<file path="src/rtl/jk_excite_drv_311.sv">
// Excitation driver for a bank of JK flip-flops: snapshots a target word, pulses J/K
// for one cycle, waits SETTLE cycles, then compares the bank's Q against the target.
module jk_excite_drv_311 #(
    parameter int WIDTH   = 4,
    parameter int SETTLE  = 1,
    parameter int DC_MODE = 0
) (
    input  logic             clk_311,
    input  logic             reset,
    input  logic             tgt_valid,
    input  logic [WIDTH-1:0] tgt_data,
    output logic             tgt_ready,
    input  logic [WIDTH-1:0] q_fb,
    output logic [WIDTH-1:0] j_out,
    output logic [WIDTH-1:0] k_out,
    output logic             done,
    output logic             err,
    output logic [WIDTH-1:0] err_mask,
    output logic [7:0]       err_cnt
);

    typedef enum logic [1:0] {
        ST_IDLE,
        ST_DRIVE,
        ST_WAIT
    } state_t;

    localparam logic [3:0] SETTLE_CNT = 4'(SETTLE);

    state_t           state_q, state_d;
    logic [WIDTH-1:0] tgt_q, tgt_d;
    logic [WIDTH-1:0] j_q, j_d;
    logic [WIDTH-1:0] k_q, k_d;
    logic [3:0]       cnt_q, cnt_d;
    logic             done_q, done_d;
    logic             err_q, err_d;
    logic [WIDTH-1:0] mask_q, mask_d;
    logic [7:0]       ecnt_q, ecnt_d;

    logic [WIDTH-1:0] exc_j, exc_k;
    logic             settle_last;

    // Q0 is only needed on the capture edge, where it is folded straight into J/K,
    // so the registered J/K already act as the snapshot of the bank state.
    generate
        if (DC_MODE == 0) begin : g_minimal
            assign exc_j = tgt_data & ~q_fb;
            assign exc_k = ~tgt_data & q_fb;
        end else begin : g_forced
            assign exc_j = tgt_data;
            assign exc_k = ~tgt_data;
        end
    endgenerate

    assign settle_last = (cnt_q == 4'd1);

    // State register
    always_ff @(posedge clk_311 or negedge reset) begin
        // NOTE: sequential state uses non-blocking assignments so every register
        // samples pre-edge values regardless of process evaluation order.
        if (!reset) begin
            state_q <= ST_IDLE;
        end else begin
            state_q <= state_d;
        end
    end

    // Next-state logic
    always_comb begin
        // NOTE: assign a default before the case so no path leaves a variable
        // unassigned, which would otherwise infer a latch.
        state_d = state_q;
        unique case (state_q)
            ST_IDLE:  if (tgt_valid) state_d = ST_DRIVE;
            ST_DRIVE: state_d = ST_WAIT;
            ST_WAIT:  if (settle_last) state_d = ST_IDLE;
            default:  state_d = ST_IDLE;
        endcase
    end

    // FSM outputs
    always_comb begin
        tgt_ready = (state_q == ST_IDLE);
    end

    // Datapath next-state: J/K are zero in every cycle except the one after capture
    always_comb begin
        tgt_d  = tgt_q;
        j_d    = '0;
        k_d    = '0;
        cnt_d  = cnt_q;
        done_d = 1'b0;
        err_d  = err_q;
        mask_d = mask_q;
        ecnt_d = ecnt_q;
        unique case (state_q)
            ST_IDLE: begin
                if (tgt_valid) begin
                    tgt_d = tgt_data;
                    j_d   = exc_j;
                    k_d   = exc_k;
                end
            end
            ST_DRIVE: begin
                cnt_d = SETTLE_CNT;
            end
            ST_WAIT: begin
                if (settle_last) begin
                    mask_d = q_fb ^ tgt_q;
                    err_d  = |mask_d;
                    done_d = 1'b1;
                    if (err_d && (ecnt_q != 8'hFF)) begin
                        ecnt_d = ecnt_q + 8'd1;
                    end
                end else begin
                    cnt_d = cnt_q - 4'd1;
                end
            end
            default: ;
        endcase
    end

    always_ff @(posedge clk_311 or negedge reset) begin
        if (!reset) begin
            tgt_q  <= '0;
            j_q    <= '0;
            k_q    <= '0;
            cnt_q  <= '0;
            done_q <= 1'b0;
            err_q  <= 1'b0;
            mask_q <= '0;
            ecnt_q <= '0;
        end else begin
            tgt_q  <= tgt_d;
            j_q    <= j_d;
            k_q    <= k_d;
            cnt_q  <= cnt_d;
            done_q <= done_d;
            err_q  <= err_d;
            mask_q <= mask_d;
            ecnt_q <= ecnt_d;
        end
    end

    assign j_out    = j_q;
    assign k_out    = k_q;
    assign done     = done_q;
    assign err      = err_q;
    assign err_mask = mask_q;
    assign err_cnt  = ecnt_q;

endmodule
</file>
<file path="config.mk">
export PLATFORM = sky130hd
export DESIGN_NAME = jk_excite_drv_311
export DESIGN_NICKNAME = d
export VERILOG_FILES = /design/src/rtl/jk_excite_drv_311.sv
export SDC_FILE = /design/constraint.sdc
export NUM_CORES = 1
export LEC_CHECK = 0
export CAP_MARGIN = 15
export CORE_MARGIN = 10
export CORE_UTILIZATION = 52
export CTS_CLUSTER_DIAMETER = 100
export DETAILED_ROUTE_END_ITERATION = 8
export PLACE_DENSITY = 0.83
export SLEW_MARGIN = 20
export SYNTH_ARGS = -nofsm -noshare
export SYNTH_HDL_FRONTEND = slang
export SYNTH_SLANG_ARGS = --single-unit
</file>
<file path="constraint.sdc">
create_clock -name clk_311 -period 3 [get_ports clk_311]
set_input_delay 0.6 -clock clk_311 [delete_from_list [all_inputs] [get_ports clk_311]]
set_output_delay 0.6 -clock clk_311 [all_outputs]
set_load 0.05 [all_outputs]
</file>
# Yosys cells after proc, flatten, opt, wreduce, memory -nomap -nowiden
# Index checks and enable logic that the tools add are counted.
# classes
n_addsub,2
mul,0
n_div,0
order_cmp,0
eq_ne,7
shift,0
muxes,11
bitwise_logic,5
n_reduce_logical,9
# ops
operator,n
2-to-1 mux 4 bit,5
adder 8 x 1 -> 8 bit (second input constant),1
AND 4 bit,2
inequality test 8 bit (second input constant),1
inverter 4 bit,2
case mux 4 bit (2 select lines),1
AND reduction 2 bit,4
inequality test 2 bit (second input constant),3
case mux 2 bit (3 select lines),1
equality test 4 x 1 -> 1 bit (second input constant),1
2-to-1 mux 2 bit,2
OR reduction 4 bit,1
subtractor 4 x 1 -> 4 bit (second input constant),1
bitwise XOR 4 bit,1
AND reduction 3 bit,1
equality test 2 x 1 -> 1 bit (second input constant),1
equality test 2 bit (second input constant),1
logical NOT 2 bit,1
2-to-1 mux 1 bit,2
nonzero test 2 bit,1
logical AND 1 bit,1
# word_totals
reg_bits,32
latch_bits,0
ramBits,0
mem_bits_ro,0
inputBits,11
output_inout_bits,23
elab_cells,43
mem_count,0

# Depth between registers and ports, before layout
# Gate-level depths: netlist of run 1.
# logic_depth
word_depth,4
ltp_mapped,7
ltp_nobuf,7

# Least setup slack after synthesis of run 1
# No wires, ideal clock.
# synth_path
path_kind,register to register
start,register state_q[1]
end,register tgt_q[3]
setup_ns,0.125
t_arrival_ns,1.927
required_time_ns,2.875
setup_slack_ns,0.948
path_stages_with_launch,6
n_path_buf,2
period_less_slack_ns,2.052
cell_sequence,dfrtp_1 > clkbuf_2 > nor2_1 > nand2_1 > buf_2 > mux2_2
# synth_via
elab_chain_cells,2
# synth_lines
item,line,rtl
from (decl),30,"state_t state_q, state_d;"
from (signal assigned),64,state_q <= state_d;
logical NOT 2 bit,-,
net tgt_ready,12,"output logic tgt_ready,"
AND reduction 2 bit (no source line),-,
to (signal assigned),134,tgt_q <= tgt_d;
to (decl),31,"logic [WIDTH-1:0] tgt_q, tgt_d;"
# The timed path passes the listed nets, and every way through them passes these cells.
# A chain may end at the register's enable or synchronous reset.

# Worst setup path after layout of run 1
# layout_path
start,register state_q[1]
end,output port tgt_ready
# layout_via
elab_chain_cells,1
# layout_lines
item,line,rtl
logical NOT 2 bit,83,tgt_ready = (state_q == ST_IDLE);
to (decl),12,
# Every way passes these cells.

==> impl_metrics.yaml, run 1 <==
outcome:
  outcome: "complete, no violations"
drt:
  post_drt_wl_per_cell_microns: 15.0
  wirelength_microns: 2670
  ant_nets: 0
  drc: 0
  vias: 951
  viasPerCell: 5.34
  dr.pass1.iters: 4
  drtIter0Drc: 39
power:
  clockPowerShare_pct: 14.4
  switchingPower_mw: 0.790
  p_seq_share_pct: 37.7
  comb_power_share_pct: 48.0
  p_int_mw: 0.991
  sw_frac_of_total_pct: 44.4
  leakagePower_nw: 0.769
  p_per_area_nw_per_um2: 983
  irDropWorstVdd_uv: 925
clock_network:
  cts_resized: 0
  worstSkewPairLatency_ps: 330
  htree_levels: 2
  ctsHoldBuffers: 0
  clk_path_buf_depth: 2
  cts_root_buf: "clkbuf_4"
  cts_buffers: 5
  post_cts_buffers: 0
  clk_pin_slew_ps: 100
  cts_sinks: 32
  cts_tree: "built"
die:
  coreArea_sq_um: 2520
  io_pins: 34
  die-area_sq_um: 5150
  start_util_pct: 55.2
  rows: 18
  dieHeight_microns: 71.8
  die_w_microns: 71.8
global_routing:
  gr-max-usage-layer: "met2"
  track_usage_pct: 11.0
  grt_pass1_wl_microns: 4570
  use_met3_pct: 6.47
  grt_pass1_vias: 996
  met1_usage_pct: 10.9
  overflow: 0
  grt_max_degree: 33
  met2_usage_pct: 17.6
  grt_antenna_before_repair: 0
sta:
  slew_violations: 0
  max_freq_mhz: 413
  slew_headroom_pct: 64.4
  period_needed_ps: 2420
  rsz0062_at_grt: "no"
  hold_viol_final: 0
  layout_setup_ws_ps: 582
  fin_skew_ps: 5.32
  finalCritPeriodShare_pct: 80.6
  setup-tns-final_ps: 0
  setup-violations-final: 0
  tightest_slew_ps: 533
worst_setup_path:
  endpoint_kind: "output port"
  path_class: "reg2out"
  cp_max_fo: 7
  start_kind: "flop"
  cp.required_ps: 2400
  arrival_ps: 1820
synth:
  async_reset_ff_share_pct: 100
  postSynthAreaPerCell_sq_um: 12.8
  ys_ff_latch: 32
  synth.distinct_cells: 33
  synth_area_sq_um: 1390
  synth_flop_cell: "dfrtp_1"
  synth_area_leaders: "dfrtp_1, mux2_2, nor3b_1, xnor2_1, xor2_1"
  synth_edf_count: 0
  synth_cells: 109
  syn_nets: 123
  synth_top_cell_area_share_pct: 57.5
  synth_largest_area_cell: "dfrtp_1"
  ys_seq_area_share_pct: 57.5
  ys.warnings.count: 0
final_layout:
  area_delta_synth_final_pct: 30.2
  drive_gt1_share_pct: 14.2
  nNetsFinal: 161
  antennaDiodeCount: 0
place:
  post-dp-hpwl_microns: 2010
  dp_slack_ps: 738
  place_congestion: 0.755
  portBuffers: 33
worst_hold_path:
  hold_class: "reg2reg"
run:
  cap_viol_max_count: 0
[power groups by stage]
| stage | Sequential [mW] | Combinational [mW] | Clock, mW |
|---|---|---|---|
| 2_1_floorplan | 0.931 | 0.338 | 0 |
| 3_3_place_gp | 0.676 | 0.849 | 0 |
| 3_5_place_dp | 0.682 | 0.864 | 0 |
| 4_1_cts | 0.672 | 0.868 | 0.265 |
| 5_1_grt | 0.695 | 0.915 | 0.279 |
| 6_report | 0.671 | 0.855 | 0.256 |
[state kept, by name, summed over array words and instances, names as in the netlist]
signal and cells:
err_cnt 8, err_mask 4, state_q 2, k_out 4, tgt_q 4, j_out 4
done 1, err 1, cnt_q 4
[stage by stage]
step | instance area [sq um] | hold slack (ps) | power (mW) | utilization [%] | cells
after floorplan | 1390 | 304 | 1.27 | - | 109
after global placement | 1750 | 476 | 1.52 | 69.5 | 170
after detailed placement | 1750 | 485 | 1.55 | 69.5 | 170
after CTS | 1810 | 499 | 1.80 | 71.9 | 178
after global routing | 1810 | 537 | 1.89 | 71.9 | 178
final | 1810 | 497 | 1.78 | 71.9 | 178
[layout make-up]
| cell class | instances | area, sq um |
|---|---|---|
| Clock buffer | 8 | 58.8 |
| Fill cell | 189 | 709 |
| Inverter | 7 | 26.3 |
| Multi-Input combinational cell | 67 | 552 |
| Sequential cell | 32 | 801 |
| Tap cell | 30 | 37.5 |
| Timing Repair Buffer | 34 | 338 |
[worst max-delay path, cell delays in order (launching register included)]
cell and delay (ps):
dfrtp_1 490, nor2_1 170, clkdlybuf4s50_1 820
[metal layers]
layer  vias to the layer above  routed length [microns]
li1                        468                        -
met1                       452                     1060
met2                        26                     1290
met3                         5                      279
met4                         0                       48
met5                         -                        0
[cell families (layout without fill, tap and decap cells)]
group | count (synthesis) | count (layout) | synth area share, %
flops | 32 | 32 | 57.5
simple gates | 32 | 32 | 17.3
buf+inv | 10 | 49 | 2.87
fa+ha+maj | 3 | 3 | 2.70
mux | 9 | 9 | 7.28
compound gates | 12 | 12 | 5.48
xor+xnor | 11 | 11 | 6.92
[placed cells by master, fill, tap and decap left out, types with 4 or more instances in the layout]
cell type / n
inv_1: 6
o21ai_0: 4
clkbuf_4: 5
dfrtp_1: 32
nor3b_1: 8
xnor2_1: 6
mux2_2: 8
xor2_1: 5
clkdlybuf4s50_1: 33
[path summary, 6_finish.rpt]
check	from	endpoint	slack, ps	depth (start not counted)
min in group asynchronous	reset	cnt_q[1]$_DFFE_PN0P_	650	2
max in group asynchronous	reset	k_out[3]$_DFF_PN0_	2060	2
max	state_q[1]$_DFFE_PN0P_	tgt_ready	580	2
min	err_cnt[7]$_DFFE_PN0P_	err_cnt[7]$_DFFE_PN0P_	500	1
min reg2reg	err_cnt[7]$_DFFE_PN0P_	err_cnt[7]$_DFFE_PN0P_	500	1
max reg2reg	cnt_q[1]$_DFFE_PN0P_	err_cnt[1]$_DFFE_PN0P_	950	6
[synthesized netlist by cell type, types with 2 or more instances]
cell type  count
dfrtp_1       32
nand4_1        3
a21oi_1        3
ha_1           3
nor3b_1        8
o21ai_0        4
nor3_1         2
xor2_1         5
and4_1         2
nor2_1         2
and3_1         2
xnor2_1        6
nor4_1         2
nand3_1        2
inv_1          6
nand2_1        3
mux2_2         8
(Power assumes the default switching activity.)
==> run 2, diff against run 1 <==
Settings changed: CORE_UTILIZATION 52 to 43, PLACE_DENSITY 0.83 to 0.74.
Clock period 3 ns to 2.15 ns, I/O delays scaled along.
==> run 2 against run 1 <==
Effect of this change:
- register-to-register slack worse by 750 ps
- combinational power up 47%
- clock power up 77%
- design area up 5.3%
- utilization down 9.8 points
- die area up 15%
- worst hold slack worse by 10 ps
- total power up 49%
- clock-buffer cell count down 3
- clock skew up 1.7 ps
==> impl_metrics.yaml, run 2 (same netlist as run 1, synthesis figures left out) <==
sta:
  fin_skew_ps: 7.00
  period_needed_ps: 2060
  tightest_slew_ps: 523
  slew_violations: 0
  slew_headroom_pct: 65.0
  setup-violations-final: 0
  hold_viol_final: 0
  max_freq_mhz: 486
  finalCritPeriodShare_pct: 95.6
  rsz0062_at_grt: "no"
  layout_setup_ws_ps: 93.8
global_routing:
  grt_pass1_wl_microns: 4970
  grt_max_degree: 33
  grt_pass1_vias: 1091
  track_usage_pct: 10.0
  grt_antenna_before_repair: 0
  overflow: 0
drt:
  vias: 998
  ant_nets: 0
  viasPerCell: 4.99
  drc: 0
  dr.pass1.iters: 3
  wirelength_microns: 2870
  post_drt_wl_per_cell_microns: 14.3
  drtIter0Drc: 72
worst_setup_path:
  start_kind: "flop"
  cp.required_ps: 1720
  cp_max_fo: 6
  crit_start: "err_cnt[0]$_DFFE_PN0P_"
  r2r-end: "err_cnt[1]$_DFFE_PN0P_"
  endpoint: "err_cnt[0]"
  path_cells: "clkdlybuf4s50_1"
  cp_slowest_cell: "clkdlybuf4s50_1"
  r2r-start: "cnt_q[1]$_DFFE_PN0P_"
  path_delay_family: "buffers and inverters"
  worst-path-stages: 1
  arrival_ps: 1630
  critPathMaxStageDelay_ps: 850
  critPathBufInv: 1
  r2r_slack_ps: 200
  endpoint_kind: "output port"
  path_class: "reg2out"
  rr_worst_depth: 6
final_layout:
  largest_register_ffs: 8
  seqCellArea_sq_um: 801
  final_cell_mix: "dfrtp_1, clkdlybuf4s50_1, buf_4"
  area_delta_synth_final_pct: 37.1
  multiInputGateArea_sq_um: 552
  nNetsFinal: 169
  drive_gt1_share_pct: 20.5
  post-route-util_pct: 62.0
  fin_cells: 200
  fillers: 252
  antennaDiodeCount: 0
outcome:
  outcome: "complete, no violations"
clock_network:
  cts_root_buf: "clkbuf_4"
  cts_tree: "built"
  htree_levels: 2
  cts_resized: 0
  worstSkewPairLatency_ps: 320
  clk_path_buf_depth: 2
  clk_pin_slew_ps: 100
  ctsHoldBuffers: 0
  post_cts_buffers: 0
  cts_buffers: 5
  cts_sinks: 32
die:
  coreArea_sq_um: 3080
  rows: 20
  die-area_sq_um: 5920
  die_w_microns: 76.9
  dieHeight_microns: 76.9
  io_pins: 34
  start_util_pct: 45.2
place:
  post-dp-hpwl_microns: 2180
  portBuffers: 33
  place_congestion: 0.720
  dp_slack_ps: -57.2
  dp.cells: 190
worst_hold_path:
  hold_class: "in2async"
run:
  cap_viol_max_count: 0
power:
  p_per_area_nw_per_um2: 1390
  p_total_mw: 2.65
  irDropWorstVdd_uv: 648
  leakagePower_nw: 0.816
-- run 2: metal layers --
| metal | wire (microns) | track usage, % |
|---|---|---|
| met3 | 223 | 5.94 |
| met5 | 0 | 0 |
| met4 | 27 | 2.23 |
| met2 | 1430 | 15.9 |
| met1 | 1190 | 11.3 |
-- run 2: worst min path at each step --
stage	startpoint	end	slack [ps]	cells after the start
2_1_floorplan	reset	cnt_q[0]$_DFFE_PN0P_	130	0
3_3_place_gp	err_cnt[7]$_DFFE_PN0P_	err_cnt[7]$_DFFE_PN0P_	480	1
3_5_place_dp	err_cnt[7]$_DFFE_PN0P_	err_cnt[7]$_DFFE_PN0P_	490	1
4_1_cts	reset	j_out[1]$_DFF_PN0_	480	2
5_1_grt	reset	j_out[1]$_DFF_PN0_	520	2
6_report	reset	j_out[1]$_DFF_PN0_	490	2
-- run 2: final cells by class --
type / count / share of cell area (%)
multi-input combinational: 67 / 28.9
tap: 44 / 2.88
clock buffer: 5 / 1.97
clock inverter: 3 / 2.23
sequential: 32 / 41.9
inverter: 7 / 1.38
timing repair buffer: 42 / 20.7
-- run 2: per-stage QoR --
| stage | instance area, sq um | hold WS, ps | TNS, ps |
|---|---|---|---|
| floorplan | 1390 | 134 | 0 |
| global placement | 1810 | 480 | -11.9 |
| detailed placement | 1810 | 490 | -90.6 |
| CTS | 1890 | 479 | 0 |
| global route | 1910 | 522 | 0 |
| finish | 1910 | 486 | 0 |
-- run 2: report_power, final --
part	internal [mW]	total (mW)	leakage (nW)	switching, mW
Clock	0.242	0.453	0.0412	0.211
Combinational	0.489	1.26	0.367	0.774
Sequential	0.777	0.939	0.408	0.163
==> run 3, diff against run 2 <==
Settings changed: CTS_CLUSTER_DIAMETER 100 to 30, GPL_ROUTABILITY_DRIVEN from default to 0.
==> results of run 3 <==
No change in the layout: final DEF, timing and power equal those of run 2.
